===== config.mk =====
export PLATFORM = sky130hd
export DESIGN_NAME = axis_line_framer_flat
export DESIGN_NICKNAME = d
export VERILOG_FILES = /design/src/rtl/axis_line_framer_if.sv /design/src/rtl/axis_line_framer.sv /design/src/flat_wrapper.sv
export SDC_FILE = /design/constraint.sdc
export NUM_CORES = 1
export LEC_CHECK = 0
export CAP_MARGIN = 20
export CORE_UTILIZATION = 50
export CTS_CLUSTER_SIZE = 20
export DETAILED_ROUTE_END_ITERATION = 10
export GPL_ROUTABILITY_DRIVEN = 0
export PLACE_DENSITY = 0.8
export SKIP_LAST_GASP = 1
export SLEW_MARGIN = 5
export SYNTH_ARGS = -nofsm -noshare
export SYNTH_HDL_FRONTEND = slang
export SYNTH_SLANG_ARGS = --single-unit

===== constraint.sdc =====
create_clock -name clk -period 2.8 [get_ports clk]
set_clock_uncertainty 0.05 [all_clocks]
set_input_delay 0.56 -clock clk [delete_from_list [all_inputs] [get_ports clk]]
set_output_delay 0.56 -clock clk [all_outputs]
set_load 0.005 [all_outputs]

===== src/rtl/axis_line_framer_if.sv =====
// -----------------------------------------------------------------------------
// axis_if : AXI-Stream bundle used on both sides of axis_line_framer.
//
// Signals
//   tvalid  beat valid (driven by master)
//   tready  sink can accept (driven by slave)
//   tdata   DATA_WIDTH-bit pixel
//   tkeep   byte enables
//   tlast   end marker (frame end upstream, line end downstream)
//   tuser   start-of-frame marker
// Modports
//   master : drives tvalid/tdata/tkeep/tlast/tuser, samples tready
//   slave  : samples tvalid/tdata/tkeep/tlast/tuser, drives tready
// -----------------------------------------------------------------------------
interface axis_if #(
  parameter int DATA_WIDTH = 32
);
  logic                    tvalid;
  logic                    tready;
  logic [DATA_WIDTH-1:0]   tdata;
  logic [DATA_WIDTH/8-1:0] tkeep;
  logic                    tlast;
  logic                    tuser;

  modport master (output tvalid, output tdata, output tkeep, output tlast,
                  output tuser, input tready);
  modport slave  (input tvalid, input tdata, input tkeep, input tlast,
                  input tuser, output tready);
endinterface


===== src/rtl/axis_line_framer.sv =====
// -----------------------------------------------------------------------------
// axis_line_framer
//
// Buffers an upsampled pixel stream in a small FIFO, tracks destination x/y
// coordinates and re-frames the stream: tlast on the last pixel of every
// destination line, tuser on the first pixel of every frame. Reports
// per-frame completion and (optionally) frame-length errors.
//
// Optional feature: define LINE_FRAMER_LEN_CHECK_EN to compare upstream
// s_axis.tlast against the counted frame end (early tlast truncates the
// frame; any mismatch sets the sticky err_len). Without it, upstream tlast
// is ignored and err_len is tied low.
//
// Ports
//   clk        sole clock, rising edge
//   rst        synchronous active-high reset
//   s_axis     AXI-Stream slave (pixel in, tlast = upstream end of frame)
//   m_axis     AXI-Stream master (pixel out, tlast = end of line,
//              tuser = start of frame, tkeep all ones while valid)
//   frame_done one-cycle pulse after a frame has fully left the FIFO
//   err_len    sticky frame-length mismatch flag
//   busy       FSM not idle
// -----------------------------------------------------------------------------
module axis_line_framer #(
  parameter int AXIS_DATA_WIDTH = 32,
  parameter int DST_IMG_WIDTH   = 4096,
  parameter int DST_IMG_HEIGHT  = 2160,
  parameter int FIFO_DEPTH      = 4
) (
  input  logic    clk,
  input  logic    rst,
  axis_if.slave   s_axis,
  axis_if.master  m_axis,
  output logic    frame_done,
  output logic    err_len,
  output logic    busy
);

  localparam int AW = $clog2(FIFO_DEPTH);
  localparam int CW = AW + 1;
  localparam int XW = $clog2(DST_IMG_WIDTH);
  // A single-line frame still needs a 1-bit y counter to keep widths legal.
  localparam int YW = (DST_IMG_HEIGHT > 1) ? $clog2(DST_IMG_HEIGHT) : 1;
  localparam int KW = AXIS_DATA_WIDTH / 8;

  localparam logic [XW-1:0] X_LAST   = XW'(DST_IMG_WIDTH - 1);
  localparam logic [YW-1:0] Y_LAST   = YW'(DST_IMG_HEIGHT - 1);
  localparam logic [CW-1:0] CNT_FULL = CW'(FIFO_DEPTH);

  typedef struct packed {
    logic [AXIS_DATA_WIDTH-1:0] data;
    logic                       sof;
    logic                       eol;
  } entry_t;

  typedef enum logic [1:0] {
    IDLE  = 2'd0,
    RUN   = 2'd1,
    DRAIN = 2'd2
  } state_t;

  entry_t          mem [FIFO_DEPTH];
  entry_t          head;
  entry_t          push_entry;
  logic [AW-1:0]   wr_ptr;
  logic [AW-1:0]   rd_ptr;
  logic [CW-1:0]   count;
  logic [XW-1:0]   x;
  logic [YW-1:0]   y;
  state_t          state;
  state_t          state_next;
  logic            push;
  logic            pop;
  logic            at_end;
  logic            last_px;
  logic            drain_done;
  logic            unused_inputs;

  // Upstream tkeep/tuser carry no information for a one-pixel-per-beat stream.
  assign unused_inputs = ^{s_axis.tkeep, s_axis.tuser, s_axis.tlast};

  // Input is refused while draining and whenever the FIFO is full, even if a
  // pop happens in the same cycle, so tready never depends on m_axis.tready.
  assign s_axis.tready = (state != DRAIN) && (count != CNT_FULL);
  assign push          = s_axis.tvalid & s_axis.tready;
  assign pop           = m_axis.tvalid & m_axis.tready;

  assign at_end = (x == X_LAST) && (y == Y_LAST);

`ifdef LINE_FRAMER_LEN_CHECK_EN
  // An early upstream tlast truncates the frame at this beat.
  assign last_px = at_end | s_axis.tlast;

  // Sticky length error: upstream tlast disagrees with the counted frame end.
  always_ff @(posedge clk) begin
    if (rst) begin
      err_len <= 1'b0;
    end else if (push && (s_axis.tlast != at_end)) begin
      err_len <= 1'b1;
    end else begin
      err_len <= err_len;
    end
  end
`else
  assign last_px = at_end;
  assign err_len = 1'b0;
`endif

  // Entry flags are derived from the coordinates of the beat being pushed.
  always_comb begin
    push_entry      = '0;
    push_entry.data = s_axis.tdata;
    push_entry.sof  = (x == {XW{1'b0}}) && (y == {YW{1'b0}});
    push_entry.eol  = (x == X_LAST) || last_px;
  end

  // FIFO storage; contents need no reset because count gates the output.
  always_ff @(posedge clk) begin
    if (push) begin
      mem[wr_ptr] <= push_entry;
    end
  end

  // FIFO pointers and occupancy.
  always_ff @(posedge clk) begin
    if (rst) begin
      wr_ptr <= {AW{1'b0}};
      rd_ptr <= {AW{1'b0}};
      count  <= {CW{1'b0}};
    end else begin
      if (push) begin
        wr_ptr <= wr_ptr + AW'(1);
      end
      if (pop) begin
        rd_ptr <= rd_ptr + AW'(1);
      end
      case ({push, pop})
        2'b10:   count <= count + CW'(1);
        2'b01:   count <= count - CW'(1);
        default: count <= count;
      endcase
    end
  end

  // Destination coordinates advance on accepted input beats only.
  always_ff @(posedge clk) begin
    if (rst) begin
      x <= {XW{1'b0}};
      y <= {YW{1'b0}};
    end else if (push) begin
      if (last_px) begin
        x <= {XW{1'b0}};
        y <= {YW{1'b0}};
      end else if (x == X_LAST) begin
        x <= {XW{1'b0}};
        y <= y + YW'(1);
      end else begin
        x <= x + XW'(1);
        y <= y;
      end
    end else begin
      x <= x;
      y <= y;
    end
  end

  // In DRAIN only the current frame is buffered, so the last entry leaving
  // with eol set is that frame's final beat.
  assign drain_done = pop && head.eol && (count == CW'(1));

  // FSM state register.
  always_ff @(posedge clk) begin
    if (rst) begin
      state <= IDLE;
    end else begin
      state <= state_next;
    end
  end

  // FSM next-state logic.
  always_comb begin
    state_next = state;
    case (state)
      IDLE: begin
        if (push) begin
          state_next = last_px ? DRAIN : RUN;
        end else begin
          state_next = IDLE;
        end
      end
      RUN: begin
        if (push && last_px) begin
          state_next = DRAIN;
        end else begin
          state_next = RUN;
        end
      end
      DRAIN: begin
        if (drain_done) begin
          state_next = IDLE;
        end else begin
          state_next = DRAIN;
        end
      end
      default: state_next = IDLE;
    endcase
  end

  // Completion pulse appears in the first IDLE cycle after draining.
  always_ff @(posedge clk) begin
    if (rst) begin
      frame_done <= 1'b0;
    end else begin
      frame_done <= (state == DRAIN) && (state_next == IDLE);
    end
  end

  assign busy = (state != IDLE);

  // Output side reads the FIFO head; everything is forced to 0 when empty.
  assign head          = mem[rd_ptr];
  assign m_axis.tvalid = (count != {CW{1'b0}});
  assign m_axis.tdata  = m_axis.tvalid ? head.data : {AXIS_DATA_WIDTH{1'b0}};
  assign m_axis.tkeep  = m_axis.tvalid ? {KW{1'b1}} : {KW{1'b0}};
  assign m_axis.tlast  = m_axis.tvalid & head.eol;
  assign m_axis.tuser  = m_axis.tvalid & head.sof;

endmodule


===== src/flat_wrapper.sv =====
// flat-port wrapper written by rule: the top's interface ports become plain ports
module axis_line_framer_flat 
#(
  parameter int AXIS_DATA_WIDTH = 32,
  parameter int DST_IMG_WIDTH   = 4096,
  parameter int DST_IMG_HEIGHT  = 2160,
  parameter int FIFO_DEPTH      = 4
)
  (clk, rst, frame_done, err_len, busy, s_axis_tvalid, s_axis_tdata, s_axis_tkeep, s_axis_tlast, s_axis_tuser, s_axis_tready, m_axis_tvalid, m_axis_tdata, m_axis_tkeep, m_axis_tlast, m_axis_tuser, m_axis_tready);
  axis_if #(.DATA_WIDTH((32))) s_axis_i ();
  axis_if #(.DATA_WIDTH((32))) m_axis_i ();
  input  logic clk;
  input  logic rst;
  output logic frame_done;
  output logic err_len;
  output logic busy;
  input wire logic [$bits(s_axis_i.tvalid)-1:0] s_axis_tvalid;
  input wire logic [$bits(s_axis_i.tdata)-1:0] s_axis_tdata;
  input wire logic [$bits(s_axis_i.tkeep)-1:0] s_axis_tkeep;
  input wire logic [$bits(s_axis_i.tlast)-1:0] s_axis_tlast;
  input wire logic [$bits(s_axis_i.tuser)-1:0] s_axis_tuser;
  output wire logic [$bits(s_axis_i.tready)-1:0] s_axis_tready;
  output wire logic [$bits(m_axis_i.tvalid)-1:0] m_axis_tvalid;
  output wire logic [$bits(m_axis_i.tdata)-1:0] m_axis_tdata;
  output wire logic [$bits(m_axis_i.tkeep)-1:0] m_axis_tkeep;
  output wire logic [$bits(m_axis_i.tlast)-1:0] m_axis_tlast;
  output wire logic [$bits(m_axis_i.tuser)-1:0] m_axis_tuser;
  input wire logic [$bits(m_axis_i.tready)-1:0] m_axis_tready;
  assign s_axis_i.tvalid = s_axis_tvalid;
  assign s_axis_i.tdata = s_axis_tdata;
  assign s_axis_i.tkeep = s_axis_tkeep;
  assign s_axis_i.tlast = s_axis_tlast;
  assign s_axis_i.tuser = s_axis_tuser;
  assign s_axis_tready = s_axis_i.tready;
  assign m_axis_tvalid = m_axis_i.tvalid;
  assign m_axis_tdata = m_axis_i.tdata;
  assign m_axis_tkeep = m_axis_i.tkeep;
  assign m_axis_tlast = m_axis_i.tlast;
  assign m_axis_tuser = m_axis_i.tuser;
  assign m_axis_i.tready = m_axis_tready;
  axis_line_framer #(.AXIS_DATA_WIDTH(AXIS_DATA_WIDTH), .DST_IMG_WIDTH(DST_IMG_WIDTH), .DST_IMG_HEIGHT(DST_IMG_HEIGHT), .FIFO_DEPTH(FIFO_DEPTH)) u_core (.clk(clk), .rst(rst), .s_axis(s_axis_i), .m_axis(m_axis_i), .frame_done(frame_done), .err_len(err_len), .busy(busy));
endmodule

# --- After elaboration in Yosys (flattened, before gate mapping) ---
# Memory sizes are Yosys's and may differ from the RTL's. A register that Yosys moved wholly into a read port is not among the register bits.
# Index checks and enable logic that the tools add are counted.
totals:
  reg_bits: 34
  ram_bits: 136
  in_bits: 42
  output_inout_bits: 43
  word_cells: 60
  memories: 1
memory_table:
  columns: ["name", "depth", "width", "read_ports", "rd_ports_with_merged_regs", "write_ports", "line_no", "text"]
  rows:
  - ["u_core.mem", 4, 34, 1, 1, 1, "axis_line_framer.sv:62", "entry_t mem [FIFO_DEPTH];"]
classes:
  addsub: 6
  eq_ne: 9
  mux: 16
  n_bitwise: 4
  n_reduce_logical: 17
op_table:
  columns: ["cell", "count"]
  rows:
  - ["12-bit 2-to-1 mux", 4]
  - ["32-bit 2-to-1 mux", 1]
  - ["12-bit by 1-bit adder with 12-bit output, second input constant", 2]
  - ["12-bit equality test, second input constant", 2]
  - ["12-bit zero test", 2]
  - ["2-bit 2-to-1 mux", 6]
  - ["1-bit logical AND", 7]
  - ["2-bit one-hot mux with 3 select lines", 1]
  - ["3-bit one-hot mux with 2 select lines", 1]
  - ["2-bit nonzero test", 3]
  - ["2-bit by 1-bit adder with 2-bit output, second input constant", 2]
  - ["1-bit bitwise AND", 4]
  - ["2-bit by 1-bit equality test with 1-bit output, second input constant", 2]
  - ["2-bit equality test, second input constant", 2]
  - ["2-bit zero test", 2]
  - ["4-bit 2-to-1 mux", 1]
  - ["3-bit by 1-bit adder with 3-bit output, second input constant", 1]
  - ["3-bit by 1-bit equality test with 1-bit output, second input constant", 1]
  - ["3-bit != test, second input constant", 1]
  - ["3-bit nonzero test", 1]
  - ["3-bit by 1-bit subtractor with 3-bit output, second input constant", 1]
  - ["1-bit 2-to-1 mux", 2]
  - ["2-bit != test, second input constant", 1]
  - ["2-bit AND reduction", 1]
  - ["1-bit logical OR", 1]

# --- Longest topological paths before layout ---
logic_depth:
  word_depth: 8
  ltp_mapped: 10
  ltp_nobuf: 9

# --- Worst setup path after synthesis ---
# Ideal clock, no wire load.
synth_timing:
  path_type: "reg2reg"
  from: "register u_core.count[0]"
  to: "memory u_core.mem[1][0] in the netlist's numbering (enable)"
  setup_time_ns: 0.394
  arrival_time_ns: 2.386
  required_time_ns: 2.356
  path_slack_ns: -0.030
  path_stages_with_launch: 8
  path_buffers: 2
  synth_period_minus_slack_ns: 2.830
  cell_sequence: "dfxtp_1 > inv_1 > ha_1 > nand2_1 > and3_1 > clkbuf_1 > clkbuf_1 > and2_1"
synth_between:
  elab_chain_cells: 5
synth_rtl:
  columns: ["element", "line_no", "text"]
  rows:
  - ["start, declared", "axis_line_framer.sv:67", "logic [CW-1:0] count;"]
  - ["start signal, assigned", "axis_line_framer.sv:129", "count <= {CW{1'b0}};"]
  - ["start signal, assigned", "axis_line_framer.sv:138", "2'b10: count <= count + CW'(1);"]
  - ["start signal, assigned", "axis_line_framer.sv:139", "2'b01: count <= count - CW'(1);"]
  - ["3-bit != test", "axis_line_framer.sv:84", "assign s_axis.tready = (state != DRAIN) && (count != CNT_FULL);"]
  - ["1-bit logical AND", "axis_line_framer.sv:84", null]
  - ["1-bit bitwise AND", "axis_line_framer.sv:85", "assign push = s_axis.tvalid & s_axis.tready;"]
  - ["1-bit 2-to-1 mux", "axis_line_framer.sv:119", "if (push) begin"]
  - ["1-bit 2-to-1 mux (not written as such)", "axis_line_framer.sv:120", "mem[wr_ptr] <= push_entry;"]
  - ["end, declared", "axis_line_framer.sv:62", null]
# Every way passes these cells.

==> results.json <==
{
  "wl_met1_um": 5730,
  "grt_use_total_pct": 19.2,
  "rr_startpoint": "u_core.x[0]",
  "swShare_pct": 24.8,
  "fin_util_pct": 63.1,
  "path_class": "register to output pin",
  "syn_area_mm2": 0.00714,
  "placed_area_mm2": 0.00817,
  "route.met2.wl_um": 6900,
  "synth_top_family_by_area": "simple AND/OR/NAND/NOR gates",
  "die_y_um": 121,
  "path_delay_family": "buffers and inverters",
  "crit_path_start_kind": "register",
  "grt_max_degree": 41,
  "drcViolationCount": 0,
  "min_path_type": "register to register",
  "period_needed_ns": 2.76,
  "synth_nets": 514,
  "dr_total_vias": 4206,
  "vias_per_cell": 5.71,
  "yosys.area_share.xor_xnor_pct": 0.982,
  "antenna_found_initial": 0,
  "cts_root_buf": "clkbuf_16",
  "layout-drive-gt1-share_pct": 16.4,
  "path_clk_slew_ns": 0.06,
  "p_int_mw": 5.45,
  "final_cell_mix": "136 x edfxtp_1, 77 x clkdlybuf4s50_1, 38 x and2_1, 34 x mux4_2, 33 x dfxtp_1",
  "antenna_left": 0,
  "rsz0062_at_grt": "true",
  "ys_seq_elements": 172,
  "yosys.cell_types.count": 47,
  "max-cap-violations": 0,
  "leakage_nw": 2.86,
  "worstHoldStart": "u_core.state[1]",
  "path_cells": "buf_12 > mux4_2 > and2_1 > clkdlybuf4s50_1",
  "postCtsSetupRepairBufs": 0,
  "num_antenna_cells": 0,
  "grt_pass1_vias": 4102,
  "clk-insertion-delay-late_ns": 0.42,
  "tightest_slew_ns": 0.689,
  "fp.dieArea_mm2": 0.0148,
  "grt_pass1_wl_um": 20900,
  "path_buf_inv": 2,
  "drt_first_pass_iters": 6,
  "cts_buffer_depth": 2,
  "area_delta_synth_final_pct": 22.6,
  "slowest_stage": "mux4_2",
  "finalCritPeriodShare_pct": 98.6,
  "setup_viol": 0,
  "max_clock_freq_mhz": 362,
  "overflow": 0,
  "routed_wl_um": 13600,
  "synth_compound_area_share_pct": 4.52,
  "cts_buffers": 17,
  "highest_layer": "met4",
  "dp_hpwl_um": 8390,
  "die_x_um": 121,
  "cp_max_fo": 13,
  "yosys_warnings": 0,
  "cts_tree": "yes",
  "arrival_ns": 2.15,
  "power_density_mw_per_mm2": 829,
  "yosys.area_share.simple_pct": 11.1,
  "syn_area_per_cell_um2": 15.6,
  "avgRoutedWirePerCell_um": 18.4,
  "ctsHoldBuffers": 0,
  "critPathMaxStageDelay_ns": 0.51,
  "switchingPower_mw": 1.80,
  "cts.htree.levels": 4,
  "fin_nets": 600,
  "critPathCaptureType": "output pin",
  "io_pins": 85,
  "yosysSeqAreaShare_pct": 67.3,
  "pwr-share-seq_pct": 42.3,
  "required_ns": 2.19,
  "hold_violations": 0,
  "start_util_pct": 51.4,
  "max_slew_margin_pct": 53.7,
  "clkSinkCount": 172,
  "synthCells": 459,
  "clkPwrFrac_pct": 28.5,
  "synth_adder_area_share_pct": 2.28,
  "io_buffers": 77,
  "maxSlewViolCount": 0,
  "design_area_mm2": 0.00875,
  "synthMuxAreaShare_pct": 10.9,
  "met3_length_um": 769,
  "peakVddDrop_mv": 0.502,
  "core_mm2": 0.0139,
  "final_common_cell": "edfxtp_1",
  "status": "complete, no violations",
  "fp-row-count": 43,
  "pwr-share-comb_pct": 29.2,
  "drt_iter0_markers": 308
}
[metrics by stage]
step	power, mW	std cells	setup WS [ns]	hold slack, ns	setup TNS (ns)
after floorplan	4.16	459	0.319	0.389	0
after global placement	5.08	704	0.359	0.415	0
after detailed placement	5.12	704	0.322	0.416	0
after CTS	7.18	734	-0.0511	0.434	-0.299
after global routing	7.58	736	-0.0502	0.477	-0.258
final	7.25	736	0.0383	0.435	0
[final cells by class]
class | count | area [um^2]
clock buffer | 18 | 429
clock inverter | 12 | 82.6
fill | 983 | 5130
inverter | 18 | 67.6
multi-input combinational | 242 | 2140
sequential | 172 | 4810
tap | 180 | 225
timing repair buffer | 94 | 996
[state kept, by name, indices dropped and copies added (netlist names), named ones only]
register,cells
u_core.state,2
u_core.mem,136
u_core.x,12
u_core.rd_ptr,2
u_core.frame_done,1
u_core.y,12
u_core.count,3
u_core.wr_ptr,2
[synth_stat cells (all sizes together)]
| library cell | n | share of area [%] |
|---|---|---|
| nand3 | 10 | 0.70 |
| a311oi | 2 | 0.25 |
| xnor2 | 4 | 0.49 |
| clkbuf | 15 | 0.79 |
| a21oi | 14 | 1.0 |
| nand4 | 11 | 1.1 |
| conb | 1 | 0.053 |
| nand2b | 3 | 0.26 |
| nor3b | 2 | 0.21 |
| a32o | 1 | 0.14 |
| and4 | 3 | 0.39 |
| a41o | 1 | 0.14 |
| and2 | 42 | 3.7 |
| mux4 | 34 | 11 |
| buf | 12 | 1.1 |
| o21ai | 10 | 0.70 |
| mux2i | 1 | 0.14 |
| a41oi | 1 | 0.12 |
| o2bb2ai | 2 | 0.25 |
| nand2 | 15 | 0.79 |
| nor3 | 2 | 0.14 |
| a211oi | 6 | 0.63 |
| nor2b | 3 | 0.26 |
| or3 | 12 | 1.1 |
| edfxtp | 136 | 57 |
| or4 | 3 | 0.42 |
| ha | 13 | 2.3 |
| or2 | 2 | 0.18 |
| dfxtp | 36 | 10 |
| a21o | 1 | 0.11 |
| nor2 | 16 | 0.84 |
| a31o | 1 | 0.12 |
| nor4 | 7 | 0.61 |
| o211ai | 3 | 0.32 |
| and3 | 6 | 0.53 |
| o31ai | 1 | 0.11 |
| o32ai | 5 | 0.61 |
| inv | 18 | 0.95 |
| xor2 | 4 | 0.49 |
[cells by family after synthesis]
logic type | after synthesis
AOI/OAI and AO/OA | 48
xor gates and xnor gates | 8
adders and majority gates | 13
buffers and inverters | 45
DFF | 172
muxes | 35
other | 1
and+or+nand+nor | 137
[power by group through the flow]
stage                     Sequential, mW  Combinational, mW  Clock, mW
after floorplan                     3.08               1.08          0
after global placement              3.09               1.99          0
after detailed placement            3.11               2.02          0
after CTS                           3.06               2.02       2.10
after global routing                3.09               2.29       2.19
final                               3.07               2.12       2.06
[timing repair]
item / 4_1_cts / 5_1_grt
pin swaps: 0 / 0
hold endpoints to repair: 0 / 0
endpoints found under the setup margin: 16 / 34
resized for setup: 0 / 7
gates cloned: 0 / 2
[worst paths after layout]
| path | to | slack (ns) | cells after the start |
|---|---|---|---|
| max | m_axis_tdata[31] | 0.04 | 4 |
| min | u_core.state[0] | 0.43 | 1 |
| max reg2reg | u_core.y[5] | 0.41 | 6 |
| min reg2reg | u_core.state[0] | 0.43 | 1 |
[per-layer routing]
| layer | track usage [%] | vias up |
|---|---|---|
| met5 | 0 | - |
| met4 | 6.25 | 0 |
| met3 | 5.22 | 18 |
| met2 | 33.3 | 138 |
| met1 | 23.2 | 2108 |
| li1 | - | 1942 |
Note: power is estimated with default switching activity, not from simulation.
